$ cat config.mk
export PLATFORM = sky130hd
export DESIGN_NAME = best_mv_select_flat
export DESIGN_NICKNAME = d
export VERILOG_FILES = /design/src/rtl/best_mv_select_if.sv /design/src/rtl/best_mv_select.sv /design/src/flat_wrapper.sv
export SDC_FILE = /design/constraint.sdc
export NUM_CORES = 1
export LEC_CHECK = 0
export BUFFER_PORTS_ARGS = -buffer_cell sky130_fd_sc_hd__buf_2
export CAP_MARGIN = 30
export CORE_ASPECT_RATIO = 0.75
export CORE_MARGIN = 1
export CORE_UTILIZATION = 50
export DETAILED_ROUTE_END_ITERATION = 12
export PLACE_DENSITY_LB_ADDON = 0.05
export SLEW_MARGIN = 10
export SYNTH_ARGS = -nofsm -noshare
export SYNTH_HDL_FRONTEND = slang
export SYNTH_SLANG_ARGS = --single-unit
$ cat constraint.sdc
create_clock -name clk -period 23.2 [get_ports clk]
set_clock_uncertainty 0.15 [all_clocks]
set_input_delay 2.32 -clock clk [delete_from_list [all_inputs] [get_ports clk]]
set_output_delay 2.32 -clock clk [all_outputs]
set_load 0.05 [all_outputs]
$ cat src/rtl/best_mv_select_if.sv
// rtl/best_mv_select_if.sv - candidate SAD input and best-MV result bundle for best_mv_select
interface best_mv_select_if #(
    parameter int NUM_PART = 8,
    parameter int SAD_W    = 16,
    parameter int CNT_W    = 7,
    parameter int MV_W     = 8
);
    logic                      start;
    logic                      sad_valid;
    logic                      sad_last;
    logic [NUM_PART*SAD_W-1:0] sad_in;
    logic [CNT_W-1:0]          search_column_count;
    logic [CNT_W-1:0]          search_row_count;
    logic                      busy;
    logic                      done;
    logic                      result_valid;
    logic [NUM_PART*SAD_W-1:0] best_sad;
    logic [NUM_PART*MV_W-1:0]  best_mv_x;
    logic [NUM_PART*MV_W-1:0]  best_mv_y;

    modport master (
        output start, sad_valid, sad_last, sad_in, search_column_count, search_row_count,
        input  busy, done, result_valid, best_sad, best_mv_x, best_mv_y
    );

    modport slave (
        input  start, sad_valid, sad_last, sad_in, search_column_count, search_row_count,
        output busy, done, result_valid, best_sad, best_mv_x, best_mv_y
    );
endinterface

$ cat src/rtl/best_mv_select.sv
// rtl/best_mv_select.sv - per-partition minimum SAD / motion vector tracker for one CU search window
module best_mv_select #(
    parameter int NUM_PART     = 8,
    parameter int SAD_W        = 16,
    parameter int CNT_W        = 7,
    parameter int MV_W         = 8,
    parameter int SEARCH_RANGE = 32
) (
    input logic             clk,
    input logic             rst,
    best_mv_select_if.slave bus
);
    typedef enum logic [1:0] {S_IDLE, S_SEARCH, S_FLUSH, S_DONE} state_t;

    state_t                    r_state;
    state_t                    w_next;
    logic                      r_s1_valid;
    logic                      r_first;
    logic                      r_result_valid;
    logic [NUM_PART*SAD_W-1:0] r_s1_sad;
    logic [CNT_W-1:0]          r_s1_col;
    logic [CNT_W-1:0]          r_s1_row;
    logic [SAD_W-1:0]          r_best_sad  [NUM_PART];
    logic [MV_W-1:0]           r_best_mv_x [NUM_PART];
    logic [MV_W-1:0]           r_best_mv_y [NUM_PART];
    logic [MV_W-1:0]           w_mv_x;
    logic [MV_W-1:0]           w_mv_y;
    logic                      w_accept;

    // start wins over a candidate presented in the same cycle
    assign w_accept = (r_state == S_SEARCH) && bus.sad_valid && !bus.start;
    assign w_mv_x   = MV_W'((MV_W+1)'(r_s1_col) - (MV_W+1)'(SEARCH_RANGE));
    assign w_mv_y   = MV_W'((MV_W+1)'(r_s1_row) - (MV_W+1)'(SEARCH_RANGE));

    always_comb begin
        w_next = r_state;
        if (bus.start) begin
            w_next = S_SEARCH;
        end else begin
            case (r_state)
                S_IDLE:   w_next = S_IDLE;
                S_SEARCH: if (bus.sad_valid && bus.sad_last) w_next = S_FLUSH;
                S_FLUSH:  w_next = S_DONE;
                S_DONE:   w_next = S_IDLE;
                default:  w_next = S_IDLE;
            endcase
        end
    end

    always_ff @(posedge clk or posedge rst) begin
        if (rst) begin
            r_state        <= S_IDLE;
            r_s1_valid     <= 1'b0;
            r_s1_sad       <= '0;
            r_s1_col       <= '0;
            r_s1_row       <= '0;
            r_result_valid <= 1'b0;
        end else begin
            r_state    <= w_next;
            r_s1_valid <= w_accept;
            if (w_accept) begin
                r_s1_sad <= bus.sad_in;
                r_s1_col <= bus.search_column_count;
                r_s1_row <= bus.search_row_count;
            end
            if (bus.start)
                r_result_valid <= 1'b0;
            else if (r_state == S_FLUSH)
                r_result_valid <= 1'b1;
        end
    end

    // Strict less-than keeps the raster-first candidate on ties
    always_ff @(posedge clk or posedge rst) begin
        if (rst) begin
            r_first <= 1'b0;
            for (int p = 0; p < NUM_PART; p++) begin
                r_best_sad[p]  <= '1;
                r_best_mv_x[p] <= '0;
                r_best_mv_y[p] <= '0;
            end
        end else if (bus.start) begin
            r_first <= 1'b1;
            for (int p = 0; p < NUM_PART; p++) begin
                r_best_sad[p]  <= '1;
                r_best_mv_x[p] <= '0;
                r_best_mv_y[p] <= '0;
            end
        end else if (r_s1_valid) begin
            r_first <= 1'b0;
            for (int p = 0; p < NUM_PART; p++) begin
                if (r_first || (r_s1_sad[p*SAD_W +: SAD_W] < r_best_sad[p])) begin
                    r_best_sad[p]  <= r_s1_sad[p*SAD_W +: SAD_W];
                    r_best_mv_x[p] <= w_mv_x;
                    r_best_mv_y[p] <= w_mv_y;
                end
            end
        end
    end

    assign bus.busy         = (r_state == S_SEARCH) || (r_state == S_FLUSH);
    assign bus.done         = (r_state == S_DONE);
    assign bus.result_valid = r_result_valid;

    for (genvar g = 0; g < NUM_PART; g++) begin : g_lane
        assign bus.best_sad[g*SAD_W +: SAD_W] = r_best_sad[g];
        assign bus.best_mv_x[g*MV_W +: MV_W]  = r_best_mv_x[g];
        assign bus.best_mv_y[g*MV_W +: MV_W]  = r_best_mv_y[g];
    end
endmodule

$ cat src/flat_wrapper.sv
// flat-port wrapper written by rule: the top's interface ports become plain ports
module best_mv_select_flat 
#(
    parameter int NUM_PART     = 8,
    parameter int SAD_W        = 16,
    parameter int CNT_W        = 7,
    parameter int MV_W         = 8,
    parameter int SEARCH_RANGE = 32
)
  (clk, rst, bus_start, bus_sad_valid, bus_sad_last, bus_sad_in, bus_search_column_count, bus_search_row_count, bus_busy, bus_done, bus_result_valid, bus_best_sad, bus_best_mv_x, bus_best_mv_y);
  best_mv_select_if #(.NUM_PART(NUM_PART), .SAD_W(SAD_W), .CNT_W(CNT_W), .MV_W(MV_W)) bus_i ();
  input logic clk;
  input logic rst;
  input wire logic [$bits(bus_i.start)-1:0] bus_start;
  input wire logic [$bits(bus_i.sad_valid)-1:0] bus_sad_valid;
  input wire logic [$bits(bus_i.sad_last)-1:0] bus_sad_last;
  input wire logic [$bits(bus_i.sad_in)-1:0] bus_sad_in;
  input wire logic [$bits(bus_i.search_column_count)-1:0] bus_search_column_count;
  input wire logic [$bits(bus_i.search_row_count)-1:0] bus_search_row_count;
  output wire logic [$bits(bus_i.busy)-1:0] bus_busy;
  output wire logic [$bits(bus_i.done)-1:0] bus_done;
  output wire logic [$bits(bus_i.result_valid)-1:0] bus_result_valid;
  output wire logic [$bits(bus_i.best_sad)-1:0] bus_best_sad;
  output wire logic [$bits(bus_i.best_mv_x)-1:0] bus_best_mv_x;
  output wire logic [$bits(bus_i.best_mv_y)-1:0] bus_best_mv_y;
  assign bus_i.start = bus_start;
  assign bus_i.sad_valid = bus_sad_valid;
  assign bus_i.sad_last = bus_sad_last;
  assign bus_i.sad_in = bus_sad_in;
  assign bus_i.search_column_count = bus_search_column_count;
  assign bus_i.search_row_count = bus_search_row_count;
  assign bus_busy = bus_i.busy;
  assign bus_done = bus_i.done;
  assign bus_result_valid = bus_i.result_valid;
  assign bus_best_sad = bus_i.best_sad;
  assign bus_best_mv_x = bus_i.best_mv_x;
  assign bus_best_mv_y = bus_i.best_mv_y;
  best_mv_select #(.NUM_PART(NUM_PART), .SAD_W(SAD_W), .CNT_W(CNT_W), .MV_W(MV_W), .SEARCH_RANGE(SEARCH_RANGE)) u_core (.clk(clk), .rst(rst), .bus(bus_i));
endmodule
# ---- Yosys cells after proc, flatten, opt, wreduce, memory -nomap -nowiden
# Index checks and enable logic that the tools add are counted.
dict set report word_totals {
  reg_bits 403
  input_bits 147
  output_inout_bits 259
}
dict set report op_classes {
  addsub 2
  order_cmp 8
  eq_ne 4
  n_mux 37
  n_reduce_logical 33
}
# cell count
set op_table {}
lappend op_table {{$mux 128} 2}
lappend op_table {{$mux 64} 4}
lappend op_table {{$lt 16x16->1} 8}
lappend op_table {{$mux 16} 8}
lappend op_table {{$mux 8} 16}
lappend op_table {{$reduce_bool 2->1} 10}
lappend op_table {{$reduce_and 2->1} 8}
lappend op_table {{$sub 7x6->8 const B} 2}
lappend op_table {{$logic_or 1x1->1} 9}
lappend op_table {{$pmux 2 s3} 1}
lappend op_table {{$eq 2x2->1 const B} 2}
lappend op_table {{$mux 1} 4}
lappend op_table {{$mux 2} 2}
lappend op_table {{$logic_and 1x1->1} 3}
lappend op_table {{$ne 3x3->1 const B} 1}
lappend op_table {{$eq 2x1->1 const B} 1}
lappend op_table {{$logic_not 2->1} 1}
lappend op_table {{$reduce_or 2->1} 1}
lappend op_table {{$logic_not 1->1} 1}

# ---- Longest topological paths before layout
# Gate-level depths: netlist of run 1.
dict set report depth {
  word_depth 5
  ltp_mapped 9
  mapped_depth_nobuf 7
}

# ---- Least setup slack after synthesis of run 1
# OpenSTA, ideal clock, no wires.
dict set report synth_path {
  path_kind {input -> register}
  start {in bus_start}
  end {reg u_core.r_best_sad, in the netlist u_core.bus.best_sad[32]}
  t_arrival_ns 3.517
  t_required_ns 22.944
  setup_slack_ns 19.427
  stages 5
  n_path_buf 3
  path_cell_list {inv_1 > clkbuf_1 > clkbuf_1 > clkbuf_1 > o211ai_2}
}
dict set report synth_between {
  elab_chain_cells 2
  word_cells_on_any_way 4
  cone_classes {1 x mux; 3 x reduce/logical}
}
# element line_no
set synth_lines {}
lappend synth_lines {{start, declared} flat_wrapper.sv:14} ;# input wire logic [$bits(bus_i.start)-1:0] bus_start;
lappend synth_lines {{$reduce_bool 2->1 (no source line)} n/a}
lappend synth_lines {{$reduce_and 2->1 (no source line)} n/a}
lappend synth_lines {{end signal, assigned by index} best_mv_select.sv:93} ;# r_best_sad[p] <= r_s1_sad[p*SAD_W +: SAD_W];
lappend synth_lines {{end, declared} best_mv_select.sv:23} ;# logic [SAD_W-1:0] r_best_sad [NUM_PART];
# Parallel ways exist; a longest one is shown, timed or not.
# A chain may end at the register's enable or synchronous reset.

# ---- Worst setup path after layout of run 1
dict set report layout_path {
  start {in bus_start}
  end {reg u_core.r_best_mv_x, in the netlist u_core.bus.best_mv_x[25]}
}
dict set report layout_between {
  elab_chain_cells 2
  word_cells_on_any_way 4
  cone_classes {1 x mux; 3 x reduce/logical}
}
# element line_no
set layout_lines {}
lappend layout_lines {{$reduce_bool 2->1 (no source line)} n/a}
lappend layout_lines {{$reduce_and 2->1 (no source line)} n/a}
lappend layout_lines {{end signal, assigned by index} best_mv_select.sv:94} ;# r_best_mv_x[p] <= w_mv_x;
lappend layout_lines {{end, declared} best_mv_select.sv:24} ;# logic [MV_W-1:0] r_best_mv_x [NUM_PART];
# Parallel ways exist; a longest one is shown, timed or not.

==> impl_table.tex, run 1 <==
\begin{tabular}{lr}
\hline
Metric & Value \\
\hline
\multicolumn{2}{l}{\textbf{Status}} \\
\quad Status & complete, no violations \\
\multicolumn{2}{l}{\textbf{Timing}} \\
\quad Final setup vio count & 0 \\
\quad Normalized max-slew margin & 19.61\% \\
\quad Fin Setup TNS & 0 ns \\
\quad Max-slew violations & 0 \\
\quad Setup repair after global routing missed its margin & false \\
\quad Measured slew at the worst slew-check pin & 1.206 ns \\
\quad Hold violation total from the final report & 0 \\
\quad Max Clock Freq & 194.7 MHz \\
\quad Tmin final & 5.135 ns \\
\quad Final period utilization & 22.13\% \\
\multicolumn{2}{l}{\textbf{Pwr}} \\
\quad Sequential group share of total power & 37.0\% \\
\quad Combinational cell fraction of total power & 38.4\% \\
\quad Highest ir drop seen on vdd & 0.08720 mV \\
\quad Total internal power & 0.001681 W \\
\quad Clock power frac & 24.6\% \\
\quad Total leakage power & 12.77 nW \\
\quad Reported net switching power & 0.001246 W \\
\quad Switching power as a share of total power & 42.57\% \\
\quad Power density relative to cell area & 116.2 nW/um\^{}2 \\
\multicolumn{2}{l}{\textbf{Yosys}} \\
\quad Dominant cell type by area after synthesis & sky130\_fd\_sc\_hd\_\_dfrtp\_1 \\
\quad Count of cell types in the netlist & 47 \\
\quad Synthesized Nets & 2512 \\
\quad Warning count from the yosys run & 0 \\
\quad Async S/R FF share, synth & 100.0\% \\
\quad Number of synthesized flops with an enable pin & 0 \\
\quad Post-synthesis area per instance & 9.506 sq um \\
\quad Post-synth top area share & 32.32\% \\
\quad Yosys reg bits & 403 \\
\quad Cells taking the most area after synthesis & sky130\_fd\_sc\_hd\_\_dfrtp\_1, sky130\_fd\_sc\_hd\_\_dfstp\_2, sky130\_fd\_sc\_hd\_\_ha\_1 \\
\quad Sequential-to-total area share from yosys stat & 48.11\% \\
\quad Cell area after technology mapping & 21290 sq um \\
\quad Dominant register cell in the synthesized netlist & sky130\_fd\_sc\_hd\_\_dfrtp\_1 \\
\quad Post-synth top cells & sky130\_fd\_sc\_hd\_\_nand2\_1, sky130\_fd\_sc\_hd\_\_dfrtp\_1, sky130\_fd\_sc\_hd\_\_inv\_1 \\
\quad Most instantiated library cell after synthesis & sky130\_fd\_sc\_hd\_\_nand2\_1 \\
\quad Instance count of the mapped netlist & 2240 \\
\multicolumn{2}{l}{\textbf{Floorplan}} \\
\quad Floorplan core area & 42050 sq um \\
\quad I/O pins & 406 \\
\quad Site Rows & 65 \\
\quad Die Span Y & 180.7 um \\
\quad Horizontal die dimension & 240.3 um \\
\quad Effective utilization at floorplan & 50.64\% \\
\quad Die area & 43430 sq um \\
\multicolumn{2}{l}{\textbf{GRT}} \\
\quad Total gr overflow & 0 \\
\quad Pin count of the biggest net entering global routing & 158 \\
\quad Aggregate global-route resource usage & 32.13\% \\
\quad Number of antenna violations at the first check in global routing & 9 \\
\quad Number of global-route vias before repair & 18650 \\
\quad Wire length of the first global-routing pass & 108800 um \\
\multicolumn{2}{l}{\textbf{Clock tree}} \\
\quad H-tree level count & 2 \\
\quad Max Buffers Root-to-Sink & 3 \\
\quad Number of setup buffers added after CTS & 0 \\
\quad Clock-pin slew reported for the worst setup and hold paths after clock tree synthesis & 0.06 ns \\
\quad Source-to-sink clock delay at the later pin of the worst-skew pair & 0.56 ns \\
\quad CTS Sinks & 403 \\
\quad Number of buffers inserted for hold repair after clock tree synthesis & 0 \\
\quad Cell chosen for the clock root & sky130\_fd\_sc\_hd\_\_clkbuf\_16 \\
\quad CTS buffer count & 43 \\
\quad TritonCTS clock tree & built \\
\quad Quantity of gates resized following cts & 0 \\
\multicolumn{2}{l}{\textbf{Worst setup path}} \\
\quad Reg-to-reg endpoint & u\_core.bus.best\_mv\_x[13] \\
\quad Critical path launch point type & primary input \\
\quad Slowest stage cell on the critical path & sky130\_fd\_sc\_hd\_\_buf\_4 \\
\quad Path depth of the worst reg2reg path & 5 \\
\quad Logic depth of the worst setup path including buffers & 8 \\
\quad Element type at the critical path end & register \\
\quad Number of buffers and inverters on the critical path & 4 \\
\quad Beginning of the worst register-to-register path & u\_core.r\_s1\_valid \\
\quad Highest cell delay on the worst timing path & 0.84 ns \\
\quad Crit-path cells & buf\_2 > buf\_4 > inv\_8 > buf\_4 > nand2\_1 > nor2\_1 > a41oi\_1 > nand2\_1 \\
\quad Family of cells with the greatest summed delay on the critical path & buffers and inverters \\
\quad Reg-to-reg slack, setup & 19.44 ns \\
\quad Crit path required time & 23.54 ns \\
\quad Startpoint-to-endpoint class of the critical path & primary input to register \\
\quad Crit path arrival time & 5.47 ns \\
\quad CP Max Fanout & 85 \\
\multicolumn{2}{l}{\textbf{Final layout}} \\
\quad Post-route non-filler standard cell count & 3161 \\
\quad Number of nets at the end of the flow & 2821 \\
\quad Share of layout cells above drive strength 1 & 27.18\% \\
\quad Area overhead of the layout relative to synthesis & 18.27\% \\
\multicolumn{2}{l}{\textbf{Route}} \\
\quad Detailed-routing iteration count for the pre-antenna-repair pass & 6 \\
\quad Wirelength, routed & 70010 um \\
\quad Drc violations & 0 \\
\quad Mean routed wirelength per cell & 22.15 um \\
\quad Vias post-DR & 19000 \\
\quad Vias per inst & 6.009 \\
\quad Antenna viol nets, final & 0 \\
\quad Iter 0 DRT Violations & 1631 \\
\multicolumn{2}{l}{\textbf{Placed design}} \\
\quad Count of buffers inserted at the top-level ports & 405 \\
\quad Count of placed standard cells including taps & 3071 \\
\quad Final GP Congestion & 0.8973 \\
\quad Final HPWL from detailed placement & 46970 um \\
\multicolumn{2}{l}{\textbf{Hold path}} \\
\quad Worst min-delay path class & register to register \\
\quad Hold Path Depth & 2 \\
\quad Sink of the worst hold path & u\_core.r\_s1\_sad[96] \\
\quad Min-delay src & u\_core.r\_s1\_sad[96] \\
\multicolumn{2}{l}{\textbf{Flow run}} \\
\quad MaxCap Viol Count & 0 \\
\hline
\end{tabular}
registers in the layout, indices dropped and copies added (netlist names):
register and count:
u_core.bus.result_valid 1, u_core.r_s1_col 7, u_core.bus.best_mv_x 64, u_core.r_s1_row 7
u_core.r_s1_sad 128, u_core.r_s1_valid 1, u_core.bus.best_sad 128, u_core.r_state 2
u_core.bus.best_mv_y 64, u_core.r_first 1
worst max-delay path by stage:
stage | from | to | slack, ns
2_1_floorplan | rst | u_core.bus.best_mv_x[0] | 9.73
3_3_place_gp | bus_start | u_core.bus.best_mv_x[25] | 17.60
3_5_place_dp | bus_start | u_core.r_s1_sad[21] | 17.54
4_1_cts | bus_start | u_core.bus.best_mv_x[25] | 18.15
5_1_grt | bus_start | u_core.r_s1_sad[57] | 17.86
6_report | bus_start | u_core.bus.best_mv_x[25] | 18.06
kinds of logic (layout without fill, tap and decap cells):
| kind of cell | count (synthesis) | count (layout) | synth area share, % |
|---|---|---|---|
| AOI/OAI and AO/OA | 677 | 677 | 23.96 |
| and+or+nand+nor | 580 | 580 | 11.35 |
| buffers and inverters | 423 | 766 | 7.738 |
| DFF | 403 | 403 | 48.11 |
| adders and majority gates | 125 | 125 | 7.345 |
| muxes | 32 | 32 | 1.504 |
| other | 0 | 9 | 0 |
cell type report:
type | count | area [sq um]
inverter | 247 | 947.2
antenna | 9 | 22.52
clock inverter | 7 | 113.9
timing repair buffer | 440 | 2354
fill | 3741 | 16860
tap | 569 | 711.9
sequential | 403 | 10240
multi-input combinational | 1414 | 9444
clock buffer | 72 | 1348
routing by layer:
layer  part of all wire (%)  wire length (um)  GRT usage, %  up-vias
met5                  0.029                20             0        -
met4                    3.8              2682         12.33        4
met3                    8.8              6190         6.845      153
met2                     44             30970         47.70      831
met1                     43             30150         45.94     9321
li1                       -                 -             -     8686
cells in the final DEF (no fill, tap or decap), types with 4 or more instances in the layout:
cell | netlist | layout
sky130_fd_sc_hd__nor2b_1 | 12 | 12
sky130_fd_sc_hd__buf_2 | 15 | 405
sky130_fd_sc_hd__clkbuf_16 | 0 | 45
sky130_fd_sc_hd__ha_1 | 125 | 125
sky130_fd_sc_hd__mux2i_1 | 32 | 32
sky130_fd_sc_hd__o211ai_2 | 40 | 40
sky130_fd_sc_hd__buf_4 | 1 | 30
sky130_fd_sc_hd__o211ai_1 | 187 | 187
sky130_fd_sc_hd__nand3_1 | 9 | 9
sky130_fd_sc_hd__a31oi_1 | 65 | 65
sky130_fd_sc_hd__a41oi_1 | 48 | 48
sky130_fd_sc_hd__inv_1 | 246 | 244
sky130_fd_sc_hd__nand4_1 | 11 | 11
sky130_fd_sc_hd__diode_2 | 0 | 9
sky130_fd_sc_hd__a311o_1 | 4 | 4
sky130_fd_sc_hd__o2111ai_1 | 113 | 113
sky130_fd_sc_hd__a21oi_1 | 41 | 41
sky130_fd_sc_hd__nand2_1 | 378 | 377
sky130_fd_sc_hd__nor2_1 | 74 | 74
sky130_fd_sc_hd__o2bb2ai_2 | 1 | 5
sky130_fd_sc_hd__clkbuf_8 | 0 | 12
sky130_fd_sc_hd__nand2b_1 | 9 | 9
sky130_fd_sc_hd__o21a_1 | 6 | 6
sky130_fd_sc_hd__clkbuf_1 | 148 | 15
sky130_fd_sc_hd__o21a_2 | 4 | 4
sky130_fd_sc_hd__nor3_1 | 77 | 77
sky130_fd_sc_hd__dfstp_2 | 128 | 128
sky130_fd_sc_hd__dfrtp_1 | 275 | 275
sky130_fd_sc_hd__a2111o_1 | 4 | 4
sky130_fd_sc_hd__o21ai_0 | 134 | 134
worst register-to-register path, delay by kind of cell, from the launching register on:
kind / cells / cell delay [ns]
AOI/OAI and AO/OA: 1 / 0.14
and+or+nand+nor: 3 / 1.76
buffers and inverters: 1 / 0.74
DFF: 1 / 0.91
metrics by stage:
stage	area [sq um]	util (%)	power, W	hold WS [ns]	setup WS [ns]
5_1_grt	25180	59.88	0.003093	0.3821	17.86
4_1_cts	25120	59.75	0.002933	0.3452	18.15
2_1_floorplan	21290	-	0.001893	0.3097	9.732
6_report	25190	59.90	0.002926	0.3455	18.06
3_3_place_gp	23620	56.18	0.002178	0.3324	17.60
3_5_place_dp	23660	56.28	0.002202	0.3292	17.54
power groups by stage:
stage                     clock network [W]  registers, W  logic, W
final                              0.000721       0.00108   0.00112
after global routing               0.000761       0.00111   0.00123
after CTS                          0.000731       0.00108   0.00112
after detailed placement                  0       0.00108   0.00112
after global placement                    0       0.00108   0.00110
after floorplan                           0       0.00136  0.000534
No activity file was read; power rests on OpenSTA's default activity.
==> run 2, diff against run 1 <==
==> constraint.sdc (replaced) <==
create_clock -name clk -period 4.8 [get_ports clk]
set_clock_uncertainty 0.15 [all_clocks]
set_input_delay 0.48 -clock clk [delete_from_list [all_inputs] [get_ports clk]]
set_output_delay 0.48 -clock clk [all_outputs]
set_load 0.05 [all_outputs]
==> impl_table.tex, run 2 (synthesized netlist as in run 1, its figures left out) <==
\begin{tabular}{lr}
\hline
Metric & Value \\
\hline
\multicolumn{2}{l}{\textbf{Pwr}} \\
\quad Total leakage power & 13.31 nW (+4.3\%) \\
\quad Total power & 0.01422 W (+390\%) \\
\quad Power density relative to cell area & 536.9 nW/um\^{}2 (+360\%) \\
\quad Highest ir drop seen on vdd & 0.3927 mV (+350\%) \\
\multicolumn{2}{l}{\textbf{Worst setup path}} \\
\quad Crit path required time & 5.10 ns (-18.44 ns) \\
\quad Crit-path cells & inv\_1 > ha\_1 > nand2\_1 > nor4\_2 > nand2\_1 > a31oi\_4 > o211ai\_1 \\
\quad Slowest stage cell on the critical path & sky130\_fd\_sc\_hd\_\_a31oi\_4 \\
\quad CP Max Fanout & 17 (-80\%) \\
\quad Highest cell delay on the worst timing path & 0.70 ns (-0.14 ns) \\
\quad Cell repeated most along the worst path & sky130\_fd\_sc\_hd\_\_nand2\_1 \\
\quad Critical path launch point type & register \\
\quad Element type at the critical path end & register \\
\quad Crit path arrival time & 3.53 ns (-1.94 ns) \\
\quad Reg-to-reg slack, setup & 1.56 ns (-17.88 ns) \\
\quad Startpoint-to-endpoint class of the critical path & register to register \\
\multicolumn{2}{l}{\textbf{Route}} \\
\quad Mean routed wirelength per cell & 21.53 um (-2.8\%) \\
\quad Drc violations & 0 (unchanged) \\
\quad Iter 0 DRT Violations & 1755 (+7.6\%) \\
\quad Vias per inst & 5.927 (-1.4\%) \\
\quad Wirelength, routed & 70750 um (+1.0\%) \\
\quad Vias post-DR & 19480 (+2.5\%) \\
\quad Detailed-routing iteration count for the pre-antenna-repair pass & 6 (unchanged) \\
\quad Antenna viol nets, final & 0 (unchanged) \\
\multicolumn{2}{l}{\textbf{Clock tree}} \\
\quad Number of setup buffers added after CTS & 0 (unchanged) \\
\quad Source-to-sink clock delay at the later pin of the worst-skew pair & 0.56 ns (about the same) \\
\quad Max Buffers Root-to-Sink & 3 (unchanged) \\
\quad CTS buffer count & 43 (unchanged) \\
\quad H-tree level count & 2 (unchanged) \\
\quad TritonCTS clock tree & built \\
\quad Clock-pin slew reported for the worst setup and hold paths after clock tree synthesis & 0.06 ns (about the same) \\
\quad CTS Sinks & 403 (unchanged) \\
\quad Cell chosen for the clock root & sky130\_fd\_sc\_hd\_\_clkbuf\_16 \\
\multicolumn{2}{l}{\textbf{Timing}} \\
\quad Measured slew at the worst slew-check pin & 1.101 ns (-0.1053 ns) \\
\quad Hold violation total from the final report & 0 (unchanged) \\
\quad Final setup vio count & 0 (unchanged) \\
\quad Normalized max-slew margin & 26.63\% (+7.0 points) \\
\quad Max-slew violations & 0 (unchanged) \\
\quad Final period utilization & 67.49\% \\
\quad Setup repair after global routing missed its margin & false \\
\quad Max Clock Freq & 308.7 MHz \\
\quad Tmin final & 3.240 ns \\
\multicolumn{2}{l}{\textbf{GRT}} \\
\quad Number of antenna violations at the first check in global routing & 5 (-4) \\
\quad Aggregate global-route resource usage & 32.36\% (+0.23 points) \\
\quad Number of global-route vias before repair & 19150 (+2.7\%) \\
\quad Total gr overflow & 0 (unchanged) \\
\quad Pin count of the biggest net entering global routing & 104 (-34\%) \\
\quad Wire length of the first global-routing pass & 110100 um (+1.2\%) \\
\multicolumn{2}{l}{\textbf{Floorplan}} \\
\quad Floorplan core area & 42050 sq um (unchanged) \\
\quad Die area & 43430 sq um (unchanged) \\
\quad Die Span Y & 180.7 um (unchanged) \\
\quad Effective utilization at floorplan & 50.64\% (unchanged) \\
\quad Horizontal die dimension & 240.3 um (unchanged) \\
\quad Site Rows & 65 (unchanged) \\
\quad I/O pins & 406 (unchanged) \\
\multicolumn{2}{l}{\textbf{Final layout}} \\
\quad Most frequent cells in the layout & sky130\_fd\_sc\_hd\_\_buf\_2, sky130\_fd\_sc\_hd\_\_nand2\_1, sky130\_fd\_sc\_hd\_\_dfrtp\_1, sky130\_fd\_sc\_hd\_\_inv\_1, sky130\_fd\_sc\_hd\_\_o211ai\_1 \\
\quad Share of layout cells above drive strength 1 & 26.00\% (-1.2 points) \\
\quad Number of nets at the end of the flow & 2951 (+4.6\%) \\
\quad Leading cell type in the layout, fill and taps excluded & sky130\_fd\_sc\_hd\_\_buf\_2 \\
\quad Fillers & 3640 (-2.7\%) \\
\quad Area overhead of the layout relative to synthesis & 24.35\% \\
\quad Total non-filler cell area in the finished layout & 26480 sq um (+5.1\%) \\
\multicolumn{2}{l}{\textbf{Placed design}} \\
\quad Final HPWL from detailed placement & 47180 um (+0.44\%) \\
\quad Final GP Congestion & 0.8641 (-3.7\%) \\
\quad Instance area after placement & 23770 sq um (+0.45\%) \\
\quad Count of buffers inserted at the top-level ports & 405 (unchanged) \\
\multicolumn{2}{l}{\textbf{Flow run}} \\
\quad MaxCap Viol Count & 0 (unchanged) \\
\multicolumn{2}{l}{\textbf{Hold path}} \\
\quad Worst min-delay path class & primary input to register \\
\multicolumn{2}{l}{\textbf{Status}} \\
\quad Status & complete, no violations \\
\hline
\end{tabular}
## run 2: routing by layer
layer | GRT usage, % | vias to the layer above | wire length [um]
li1 | - | 8935 | -
met1 | 45.68 | 9567 | 31070
met2 | 47.43 | 811 | 30560
met3 | 7.074 | 163 | 5683
met4 | 14.93 | 0 | 3432
met5 | 0 | - | 0
## run 2: power by group
group	total [W]	switching (W)	internal, W	leakage (nW)
clock	0.00345	0.00142	0.00203	0.703
combinational	0.00557	0.00396	0.00161	7.70
sequential	0.00520	0.000679	0.00452	4.92
total	0.0142	0.00606	0.00816	13.3
## run 2: layout make-up
cell class | instances | area [sq um] | area share, %
multi-input cells | 1414 | 9444 | 35.67
clock buffers | 66 | 1265 | 4.777
clock inverters | 12 | 160.2 | 0.6048
inverters | 247 | 943.4 | 3.563
well taps | 569 | 711.9 | 2.689
flip-flops and latches | 403 | 10240 | 38.69
repair buffers | 570 | 3697 | 13.96
diodes | 5 | 12.51 | 0.04725
## run 2: repair_timing
item	4_1_cts	5_1_grt
gates resized for setup	0	0
hold buffers	126	0
endpoints found under the hold margin	134	0
## run 2: worst paths after layout
| path | startpoint | end | cells after the start |
|---|---|---|---|
| min in group asynchronous | rst | u_core.r_s1_sad[25] | 3 |
| max in group asynchronous | rst | u_core.bus.best_sad[99] | 5 |
| worst min-delay path | bus_sad_in[46] | u_core.r_s1_sad[46] | 3 |
| worst min register to register | u_core.bus.result_valid | u_core.bus.result_valid | 2 |
| worst max register to register | u_core.bus.best_sad[15] | u_core.bus.best_sad[8] | 7 |
| worst max-delay path | u_core.bus.best_sad[15] | u_core.bus.best_sad[8] | 7 |
## run 2: through the flow
step | setup TNS, ns | std cells | hold WS (ns) | worst slack [ns] | util, %
finish | 0 | 3286 | 0.01120 | 1.560 | 62.98
global route | 0 | 3285 | 0.01515 | 1.355 | 62.97
CTS | 0 | 3280 | 0.001577 | 1.563 | 62.92
detailed placement | 0 | 3076 | 0.3335 | 1.578 | 56.53
global placement | 0 | 3075 | 0.3280 | 1.657 | 56.48
floorplan | -317.14 | 2240 | 0.3097 | -1.153 | -
## run 2: worst max-delay path: cells and delay by family, from the launching register on
family                   cells  cell delay [ns]
flip-flops                   1             0.55
buffers and inverters        1             0.05
AO/OA/AOI/OAI                2             0.87
adder cells (fa/ha/maj)      1             0.29
AND/OR/NAND/NOR              3             1.22
